[config.mk]
export PLATFORM = sky130hd
export DESIGN_NAME = rucksack_prio_loader
export DESIGN_NICKNAME = d
export VERILOG_FILES = /design/src/rtl/rucksack_pkg.sv /design/src/rtl/rucksack_ascii_to_prio.sv /design/src/rtl/rucksack_prio_loader.sv
export SDC_FILE = /design/constraint.sdc
export NUM_CORES = 1
export LEC_CHECK = 0
export ABC_AREA = 1
export ABC_CLOCK_PERIOD_IN_PS = 2700
export BUFFER_PORTS_ARGS = -buffer_cell sky130_fd_sc_hd__buf_4
export CAP_MARGIN = 20
export CORE_ASPECT_RATIO = 1.4
export CORE_MARGIN = 2
export CORE_UTILIZATION = 45
export CTS_BUF_LIST = sky130_fd_sc_hd__clkbuf_8
export DETAILED_ROUTE_END_ITERATION = 10
export HOLD_SLACK_MARGIN = 0.12
export PLACE_DENSITY = 0.74
export SYNTH_ARGS = -nofsm -noshare
export SYNTH_HDL_FRONTEND = slang
export SYNTH_SLANG_ARGS = --single-unit
[constraint.sdc]
create_clock -name clk -period 2.7 [get_ports clk]
set_input_delay 0.675 -clock clk [delete_from_list [all_inputs] [get_ports clk]]
set_output_delay 0.675 -clock clk [all_outputs]
set_load 0.01 [all_outputs]
[src/rtl/rucksack_pkg.sv]
`default_nettype none
// ============================================================================
// Module      : rucksack_pkg
// Description : Shared types and constants for the rucksack priority loader:
//               FSM state encoding, ASCII codes and priority byte limits.
// Revision    : 1.0 - initial release
// ============================================================================
package rucksack_pkg;

   typedef enum logic [2:0] {
      ST_IDLE  = 3'd0,
      ST_RUN   = 3'd1,
      ST_CLOSE = 3'd2,
      ST_END   = 3'd3,
      ST_DONE  = 3'd4
   } state_t;

   localparam logic [7:0] ASCII_LF   = 8'h0A;
   localparam logic [7:0] ASCII_CR   = 8'h0D;
   localparam logic [7:0] ASCII_LC_A = 8'h61;
   localparam logic [7:0] ASCII_LC_Z = 8'h7A;
   localparam logic [7:0] ASCII_UC_A = 8'h41;
   localparam logic [7:0] ASCII_UC_Z = 8'h5A;

   localparam logic [7:0] PRIO_TERM  = 8'd0;
   localparam logic [7:0] PRIO_MAX   = 8'd52;

endpackage
`default_nettype wire

[src/rtl/rucksack_ascii_to_prio.sv]
`default_nettype none
// ============================================================================
// Module      : rucksack_ascii_to_prio
// Description : Combinational classifier: ASCII byte -> letter / LF / CR flags
//               and the letter's priority ('a'..'z' = 1..26, 'A'..'Z' = 27..52,
//               anything else = PRIO_TERM).
// Revision    : 1.0 - initial release
// ============================================================================
module rucksack_ascii_to_prio
   import rucksack_pkg::*;
(
   input  logic [7:0] char_i,
   output logic       is_letter_o,
   output logic       is_lf_o,
   output logic       is_cr_o,
   output logic [7:0] prio_o
);

   logic w_is_lower;
   logic w_is_upper;

   assign w_is_lower  = (char_i >= ASCII_LC_A) && (char_i <= ASCII_LC_Z);
   assign w_is_upper  = (char_i >= ASCII_UC_A) && (char_i <= ASCII_UC_Z);
   assign is_letter_o = w_is_lower | w_is_upper;
   assign is_lf_o     = (char_i == ASCII_LF);
   assign is_cr_o     = (char_i == ASCII_CR);

   // Upper case counts down from the top priority so 'Z' lands exactly on PRIO_MAX.
   always_comb begin
      prio_o = PRIO_TERM;
      if (w_is_lower) begin
         prio_o = char_i - ASCII_LC_A + 8'd1;
      end else if (w_is_upper) begin
         prio_o = PRIO_MAX - (ASCII_UC_Z - char_i);
      end
   end

endmodule
`default_nettype wire

[src/rtl/rucksack_prio_loader.sv]
`default_nettype none
// ============================================================================
// Module      : rucksack_prio_loader
// Description : Streams ASCII puzzle text (valid/ready) into the solver memory
//               as priority bytes, 0 after each non-empty line and a second 0
//               as end-of-data marker. Reserves two words for terminators.
//               Optional feature macro: RUCKSACK_CR_SKIP_EN (drop '\r' silently).
// Revision    : 1.0 - initial release
// ============================================================================
module rucksack_prio_loader
   import rucksack_pkg::*;
#(
   parameter int ADDR_W = 14,
   parameter int DEPTH  = (1 << ADDR_W)
) (
   input  logic              clk,
   input  logic              rst_n,
   input  logic              start,
   input  logic [7:0]        in_data,
   input  logic              in_valid,
   input  logic              in_last,
   output logic              in_ready,
   output logic              wr_en,
   output logic [ADDR_W-1:0] wr_addr,
   output logic [7:0]        wr_data,
   output logic              busy,
   output logic              done,
   output logic [15:0]       line_count,
   output logic              bad_char,
   output logic              overflow
);

   // First address at which letters can no longer be stored.
   localparam logic [ADDR_W-1:0] c_FULL_ADDR = ADDR_W'(DEPTH - 2);
`ifdef RUCKSACK_CR_SKIP_EN
   localparam logic c_CR_SKIP = 1'b1;
`else
   localparam logic c_CR_SKIP = 1'b0;
`endif

   state_t            state_q, state_d;
   logic [ADDR_W-1:0] addr_q, addr_d;
   logic              line_open_q, line_open_d;
   logic [15:0]       line_count_q, line_count_d;
   logic              bad_char_q, bad_char_d;
   logic              overflow_q, overflow_d;
   logic              done_q, done_d;
   logic              busy_q, busy_d;
   logic              in_ready_q, in_ready_d;
   logic              wr_en_q, wr_en_d;
   logic [ADDR_W-1:0] wr_addr_q, wr_addr_d;
   logic [7:0]        wr_data_q, wr_data_d;

   logic              w_is_letter;
   logic              w_is_lf;
   logic              w_is_cr;
   logic [7:0]        w_prio;
   logic              w_accept;
   logic              w_full;

   rucksack_ascii_to_prio u_a2p (
      .char_i      (in_data),
      .is_letter_o (w_is_letter),
      .is_lf_o     (w_is_lf),
      .is_cr_o     (w_is_cr),
      .prio_o      (w_prio)
   );

   assign w_accept = in_valid & in_ready_q;
   assign w_full   = (addr_q >= c_FULL_ADDR);

   // Next-state, memory write and flag logic for the load FSM.
   always_comb begin
      state_d      = state_q;
      addr_d       = addr_q;
      line_open_d  = line_open_q;
      line_count_d = line_count_q;
      bad_char_d   = bad_char_q;
      overflow_d   = overflow_q;
      done_d       = done_q;
      busy_d       = busy_q;
      in_ready_d   = 1'b0;
      wr_en_d      = 1'b0;
      wr_addr_d    = wr_addr_q;
      wr_data_d    = wr_data_q;

      case (state_q)
         ST_IDLE, ST_DONE: begin
            if (start) begin
               state_d      = ST_RUN;
               addr_d       = '0;
               line_open_d  = 1'b0;
               line_count_d = 16'd0;
               bad_char_d   = 1'b0;
               overflow_d   = 1'b0;
               done_d       = 1'b0;
               busy_d       = 1'b1;
               in_ready_d   = 1'b1;
            end
         end
         ST_RUN: begin
            if (w_accept) begin
               if (w_is_letter) begin
                  if (w_full) begin
                     overflow_d = 1'b1;
                     state_d    = line_open_q ? ST_CLOSE : ST_END;
                  end else begin
                     wr_en_d     = 1'b1;
                     wr_addr_d   = addr_q;
                     wr_data_d   = w_prio;
                     addr_d      = addr_q + ADDR_W'(1);
                     line_open_d = 1'b1;
                  end
               end else if (w_is_lf) begin
                  if (line_open_q) begin
                     wr_en_d      = 1'b1;
                     wr_addr_d    = addr_q;
                     wr_data_d    = PRIO_TERM;
                     addr_d       = addr_q + ADDR_W'(1);
                     line_count_d = line_count_q + 16'd1;
                     line_open_d  = 1'b0;
                  end
               end else if (!(w_is_cr && c_CR_SKIP)) begin
                  bad_char_d = 1'b1;
               end
               if (in_last && (state_d == ST_RUN)) begin
                  state_d = line_open_d ? ST_CLOSE : ST_END;
               end
            end else if (in_valid && w_full && w_is_letter) begin
               // Letter waiting with no room left: truncate without consuming it.
               overflow_d = 1'b1;
               state_d    = line_open_q ? ST_CLOSE : ST_END;
            end
            // Near the capacity limit, ready is only raised again for a
            // waiting non-letter, so a letter is never consumed when full.
            if (state_d == ST_RUN) begin
               in_ready_d = (addr_d < c_FULL_ADDR) ||
                            (in_valid && !w_is_letter && !w_accept);
            end
         end
         ST_CLOSE: begin
            wr_en_d      = 1'b1;
            wr_addr_d    = addr_q;
            wr_data_d    = PRIO_TERM;
            addr_d       = addr_q + ADDR_W'(1);
            line_count_d = line_count_q + 16'd1;
            line_open_d  = 1'b0;
            state_d      = ST_END;
         end
         ST_END: begin
            wr_en_d   = 1'b1;
            wr_addr_d = addr_q;
            wr_data_d = PRIO_TERM;
            addr_d    = addr_q + ADDR_W'(1);
            busy_d    = 1'b0;
            done_d    = 1'b1;
            state_d   = ST_DONE;
         end
         default: begin
            state_d = ST_IDLE;
         end
      endcase
   end

   // State and output registers with asynchronous clear.
   always_ff @(posedge clk or negedge rst_n) begin
      if (!rst_n) begin
         state_q      <= ST_IDLE;
         addr_q       <= '0;
         line_open_q  <= 1'b0;
         line_count_q <= 16'd0;
         bad_char_q   <= 1'b0;
         overflow_q   <= 1'b0;
         done_q       <= 1'b0;
         busy_q       <= 1'b0;
         in_ready_q   <= 1'b0;
         wr_en_q      <= 1'b0;
         wr_addr_q    <= '0;
         wr_data_q    <= 8'd0;
      end else begin
         state_q      <= state_d;
         addr_q       <= addr_d;
         line_open_q  <= line_open_d;
         line_count_q <= line_count_d;
         bad_char_q   <= bad_char_d;
         overflow_q   <= overflow_d;
         done_q       <= done_d;
         busy_q       <= busy_d;
         in_ready_q   <= in_ready_d;
         wr_en_q      <= wr_en_d;
         wr_addr_q    <= wr_addr_d;
         wr_data_q    <= wr_data_d;
      end
   end

   assign in_ready   = in_ready_q;
   assign wr_en      = wr_en_q;
   assign wr_addr    = wr_addr_q;
   assign wr_data    = wr_data_q;
   assign busy       = busy_q;
   assign done       = done_q;
   assign line_count = line_count_q;
   assign bad_char   = bad_char_q;
   assign overflow   = overflow_q;

endmodule
`default_nettype wire

# Word level (Yosys, flattened, before mapping)
# Cells that the tools add are included.
[word_totals] regBits=62 elab_cells=139
[op_classes] n_addsub=6 magnitude_cmp=6 eq_ne=19 n_mux=69 bitwise_logic=2 n_reduce_logical=25
[op_table] cell="$mux 14" count=12
[op_table] cell="$mux 16" count=5
[op_table] cell="$mux 8" count=7
[op_table] cell="$pmux 16 s3" count=1
[op_table] cell="$pmux 14 s3" count=1
[op_table] cell="$pmux 14 s2" count=1
[op_table] cell="$mux 3" count=9
[op_table] cell="$mux 1" count=24
[op_table] cell="$add 16x1->16 const B" count=1
[op_table] cell="$ge 8x7->1 const B" count=2
[op_table] cell="$le 8x7->1 const B" count=2
[op_table] cell="$pmux 8 s2" count=1
[op_table] cell="$ne 3x3->1 const B" count=5
[op_table] cell="$reduce_and 5->1" count=3
[op_table] cell="$add 14x1->14 const B" count=1
[op_table] cell="$ge 14x14->1 const B" count=1
[op_table] cell="$lt 14x14->1 const B" count=1
[op_table] cell="$pmux 1 s2" count=6
[op_table] cell="$pmux 3 s4" count=1
[op_table] cell="$ne 2x2->1 const B" count=5
[op_table] cell="$eq 3x1->1 const B" count=3
[op_table] cell="$add 8x1->8 const B" count=1
[op_table] cell="$eq 8x4->1 const B" count=1
[op_table] cell="$sub 6x8->8 const A" count=1
[op_table] cell="19 further kinds" count=32

# Logic depth before layout (Yosys ltp)
[logic_depth] ltp_word=14 depth_mapped=18 depth_no_buf=18

# Hierarchy
# A second synthesis with hierarchy kept.
[unflattened] cells_unflattened=556 area_unflattened_um2=3940.0
[modules_own_cells] module="rucksack_prio_loader" n_inst=1 cells_per_inst=481 area_per_inst_um2=3537.1
[modules_own_cells] module="rucksack_ascii_to_prio" n_inst=1 cells_per_inst=75 area_per_inst_um2=402.9

# Worst setup path after synthesis
# Ideal clock, no wire load.
[synth_path] path_type="input -> register" start="input in_data[5]" end="register wr_data_q[3], in the netlist wr_data[3]" arrival_ns=1.986 t_required_ns=2.569 slack_ns=0.583 path_stages=15 n_path_buf=1 path_cell_list="inv_2 ha_1 nand3_1 nand2_1 nand2_4 nand2_4 nand2_8 nand3_4 inv_2 nand2_4 nand2_8 inv_6 buf_6 nand2_1 o41ai_1"
[synth_via] elab_chain_cells=8 word_cells_on_any_way=18 classes_between="order compare: 4; eq/ne: 4; mux: 6; bitwise: 1; reduce/logical: 3"
[synth_rtl] item="start: declaration" line_no="rucksack_prio_loader.sv:19" source="input logic [7:0] in_data,"
[synth_rtl] item="$ge 8x7->1 or $le 8x7->1 (tied branches)" line_no="rucksack_ascii_to_prio.sv:23" source="assign w_is_upper = (char_i >= ASCII_UC_A) && (char_i <= ASCII_UC_Z);"
[synth_rtl] item="$logic_and 1x1->1" line_no="rucksack_ascii_to_prio.sv:23"
[synth_rtl] item="$mux 8" line_no="rucksack_ascii_to_prio.sv:33" source="end else if (w_is_upper) begin"
[synth_rtl] item="$mux 8" line_no="rucksack_ascii_to_prio.sv:31" source="if (w_is_lower) begin"
[synth_rtl] item="$mux 8" line_no="rucksack_prio_loader.sv:104" source="if (w_full) begin"
[synth_rtl] item="$mux 8" line_no="rucksack_prio_loader.sv:103" source="if (w_is_letter) begin"
[synth_rtl] item="$mux 8" line_no="rucksack_prio_loader.sv:102" source="if (w_accept) begin"
[synth_rtl] item="$pmux 8 s2" line_no="rucksack_prio_loader.sv:87" source="case (state_q)"
[synth_rtl] item="end signal: assignment" line_no="rucksack_prio_loader.sv:192" source="wr_data_q <= wr_data_d;"
[synth_rtl] item="end: declaration" line_no="rucksack_prio_loader.sv:52" source="logic [7:0] wr_data_q, wr_data_d;"
# Parallel ways exist; a longest one is shown, timed or not. The select of a mux whose other input is x is not followed.
# A chain may end at the register's enable or synchronous reset.

# Worst setup path after layout
[layout_path] start="register addr_q[2]" end="register addr_q[0]"
[layout_via] elab_chain_cells=6
[layout_rtl] item="start: declaration" line_no="rucksack_prio_loader.sv:42" source="logic [ADDR_W-1:0] addr_q, addr_d;"
[layout_rtl] item="start signal: assignment" line_no="rucksack_prio_loader.sv:182" source="addr_q <= addr_d;"
[layout_rtl] item="$ge 14x14->1" line_no="rucksack_prio_loader.sv:70" source="assign w_full = (addr_q >= c_FULL_ADDR);"
[layout_rtl] item="$mux 14" line_no="rucksack_prio_loader.sv:104"
[layout_rtl] item="$mux 14" line_no="rucksack_prio_loader.sv:103"
[layout_rtl] item="$mux 14" line_no="rucksack_prio_loader.sv:102"
[layout_rtl] item="$mux 14" line_no="rucksack_prio_loader.sv:87"
[layout_rtl] item="$pmux 14 s3" line_no="rucksack_prio_loader.sv:87"
# Every way passes these cells. The select of a mux whose other input is x is not followed.

==> metrics.txt <==
Largest delay share family, worst path=simple AND/OR/NAND/NOR gates; Clock power frac=0.218; DR pass1 iterations=5; total of max-cap violations=0; first-pass GRT wire length=18.3 mm; CP Cell Sequence=nand2_2 > nor3_1 > nand3_1 > nor2_4 > nand2_8 > nand3_4 > inv_2 > nand2_4 > nand2_8 > inv_6 > nor2_1 > o21bai_1; PortBufs=56; post-layout minimum cycle time=2270 ps; Setup crit start kind=flip-flop; I/O pin total=57; die width=83.9 um; ant diodes=0; Reg clk slew, reported paths=70 ps; post-synthesis instance area=0.00402 mm2; largest net degree at the start of global routing=63; largest family of logic cells by synthesized area=simple AND/OR/NAND/NOR gates; CP bufs+invs=2; GRT Total Usage=0.239; setup TNS=0 ps; slew margin rel.=0.472; source of the critical timing path=addr_q[2]; final setup fails=0; top cell type's share of synthesized area=0.386; cell count after synthesis=556; DR vias/cell=5.36; via count=3916; Least-Margin Pin Slew=792 ps; Hold WC Path Type=input pin to asynchronous set/reset pin; Clk Latency, worst-skew pair=350 ps; share of layout cells above drive strength 1=0.188; sequential power share=0.353; row count=40; CTS tree=built; P_int=2310 uW; sw frac=0.428; Synth area leader=dfrtp_1; critical path's slowest cell=dfrtp_1; origin of the critical flop-to-flop path=addr_q[2]; H-tree levels=3; Initial Util=0.464; Die Y=116 um; Placer Congestion=0.954; post-CTS sizing=0; slowest stage delay, CP=530 ps; mux cell area share after synthesis=0; Peak Freq=441 MHz; RSZ-0062 raised after global routing=false; outcome=completed; FF+latch count, synth=62; hold buffer count at cts=0; Fin. Hold Viols=0; Net Count, Synth=576; Synth Area in Compound Gates=0.125; Yosys warnings=0; total gr overflow=0; Clock Skew=11.1 ps; CP most frequent cell=nand2_8; simple-gate share of the synthesized area=0.355; Worst VDD drop=0.500 mV; core area=0.00866 mm2; crit-path max FO=35; Adder-Cell Fraction of Synth Area=0.0218; Critical Path RT=2940 ps; CTS Root Cell=clkbuf_8; CTS Buffer Depth=2; setup repair bufs after CTS=0; remaining antenna violation count after routing=0; die area=0.00972 mm2; post-synthesis sequential area ratio=0.386; period utilisation layout=0.840; vias in the first global route=3878; Initial DRC Count=252; clock tree sinks=62; wire per inst=15.2 um; power per cell area=844 mW/mm2; Comb pwr share=0.429; Inserted Clock Buffers=9; Detailed Place HPWL=8.40 mm; Worst EP arrival=2500 ps; Syn Area/Cell=7.23 um2; CP Capture Type=flip-flop; total power=4030 uW; top cells by area, synth=dfrtp_1, nand2_1, inv_1; Cell variety after synth=43; DRT Wirelength=11.1 mm; Nets=642; Pleak=0.00239 uW; Slew Viols, Final=0; Setup CP Type=flip-flop to flip-flop; xor and xnor fraction of the mapped netlist area=0.0240; initial antenna violation count=0; drt drc=0; Area Growth Syn to Fin=18.9%; Net Switching=1720 uW
==> flip-flops by register name, indices dropped and copies added (netlist names) <==
register and count:
addr_q 14, bad_char 1, busy 1, done 1, in_ready 1, line_count 16
line_open_q 1, overflow 1, state_q 3, wr_addr 14, wr_data 8, wr_en 1
==> layout by cell type (no fill, tap or decap), types with 3 or more instances in the layout <==
cell type / n
buf_4: 65
ha_1: 7
nand3_1: 43
nand2_4: 3
o21ai_2: 13
o221ai_1: 5
a21oi_1: 15
xor2_1: 10
clkinv_2: 4
dfrtp_1: 62
inv_1: 70
nand2_2: 5
o22ai_1: 3
nand4_1: 10
clkbuf_8: 9
nor2_4: 3
clkinv_1: 3
o21ai_0: 17
nand2_1: 182
nor2_1: 47
a31oi_1: 3
o211ai_1: 9
nor3_1: 8
nand3_2: 3
o41ai_1: 3
==> cells in the mapped netlist, drive strengths merged <==
cell / number
a22oi: 1
nand3: 47
a21oi: 15
o21bai: 1
clkbuf: 5
buf: 5
nor3b: 1
nand4: 10
o211ai: 9
o221ai: 5
a211oi: 1
xor2: 10
inv: 72
clkinv: 4
and3: 1
nor2: 52
o41ai: 3
ha: 7
xnor2: 1
nand2: 192
nor3: 10
a31oi: 3
o21a: 2
dfrtp: 62
nor4: 2
o21ai: 32
o22ai: 3
==> power by group through the flow <==
stage | registers (uW) | logic [uW] | clock network (uW)
6_report | 1420 | 1730 | 881
2_1_floorplan | 1430 | 1050 | 0
3_5_place_dp | 1430 | 1730 | 0
3_3_place_gp | 1430 | 1700 | 0
5_1_grt | 1460 | 1920 | 933
4_1_cts | 1420 | 1740 | 896
==> through the flow <==
stage | cells | worst slack [ps] | utilization | hold slack (ps) | instance area, um2
after detailed placement | 716 | 120 | 0.529 | 462 | 4580
after floorplan | 556 | 583 | - | 379 | 4020
final | 731 | 433 | 0.552 | 416 | 4780
after CTS | 731 | 442 | 0.552 | 437 | 4780
after global placement | 716 | 160 | 0.529 | 456 | 4580
after global routing | 731 | 222 | 0.552 | 478 | 4780
==> per-layer routing <==
layer / track usage / routed length, um
met5: 0 / 0
met4: 0.131 / 451
met3: 0.0556 / 579
met2: 0.428 / 5740
met1: 0.260 / 4350
==> worst register-to-register path: stages (launching register included) <==
cell      delay [ps]
dfrtp_1          530
nand2_2          160
nor3_1           160
nand3_1          140
nor2_4           200
nand2_8          100
nand3_4          120
inv_2             70
nand2_4           90
nand2_8           80
inv_6            240
nor2_1            90
o21bai_1         160
==> worst paths after layout <==
| path | end | slack [ps] | depth (start not counted) |
|---|---|---|---|
| worst max-delay path | addr_q[0] | 430 | 12 |
| worst min-delay path | wr_addr[9] | 420 | 1 |
| worst max register to register | addr_q[0] | 430 | 12 |
| worst min register to register | done | 480 | 2 |
| max in group asynchronous | done | 1770 | 1 |
| min in group clk | done | 480 | 2 |
==> kinds of logic (layout without fill, tap and decap cells) <==
| family | count (synthesis) | after routing |
|---|---|---|
| adders and majority gates | 7 | 7 |
| and+or+nand+nor | 315 | 315 |
| AOI/OAI and AO/OA | 75 | 75 |
| DFF | 62 | 62 |
| buffers and inverters | 86 | 156 |
| xor gates and xnor gates | 11 | 11 |
==> layout make-up <==
cell class              count  area (um2)
well taps                 105         131
clock buffers               9         124
repair buffers             65         488
inverters                  76         292
fillers                   852        3880
clock inverters             6        78.8
flip-flops and latches     62        1550
multi-input cells         408        2110
Note: power is estimated with default switching activity, not from simulation.
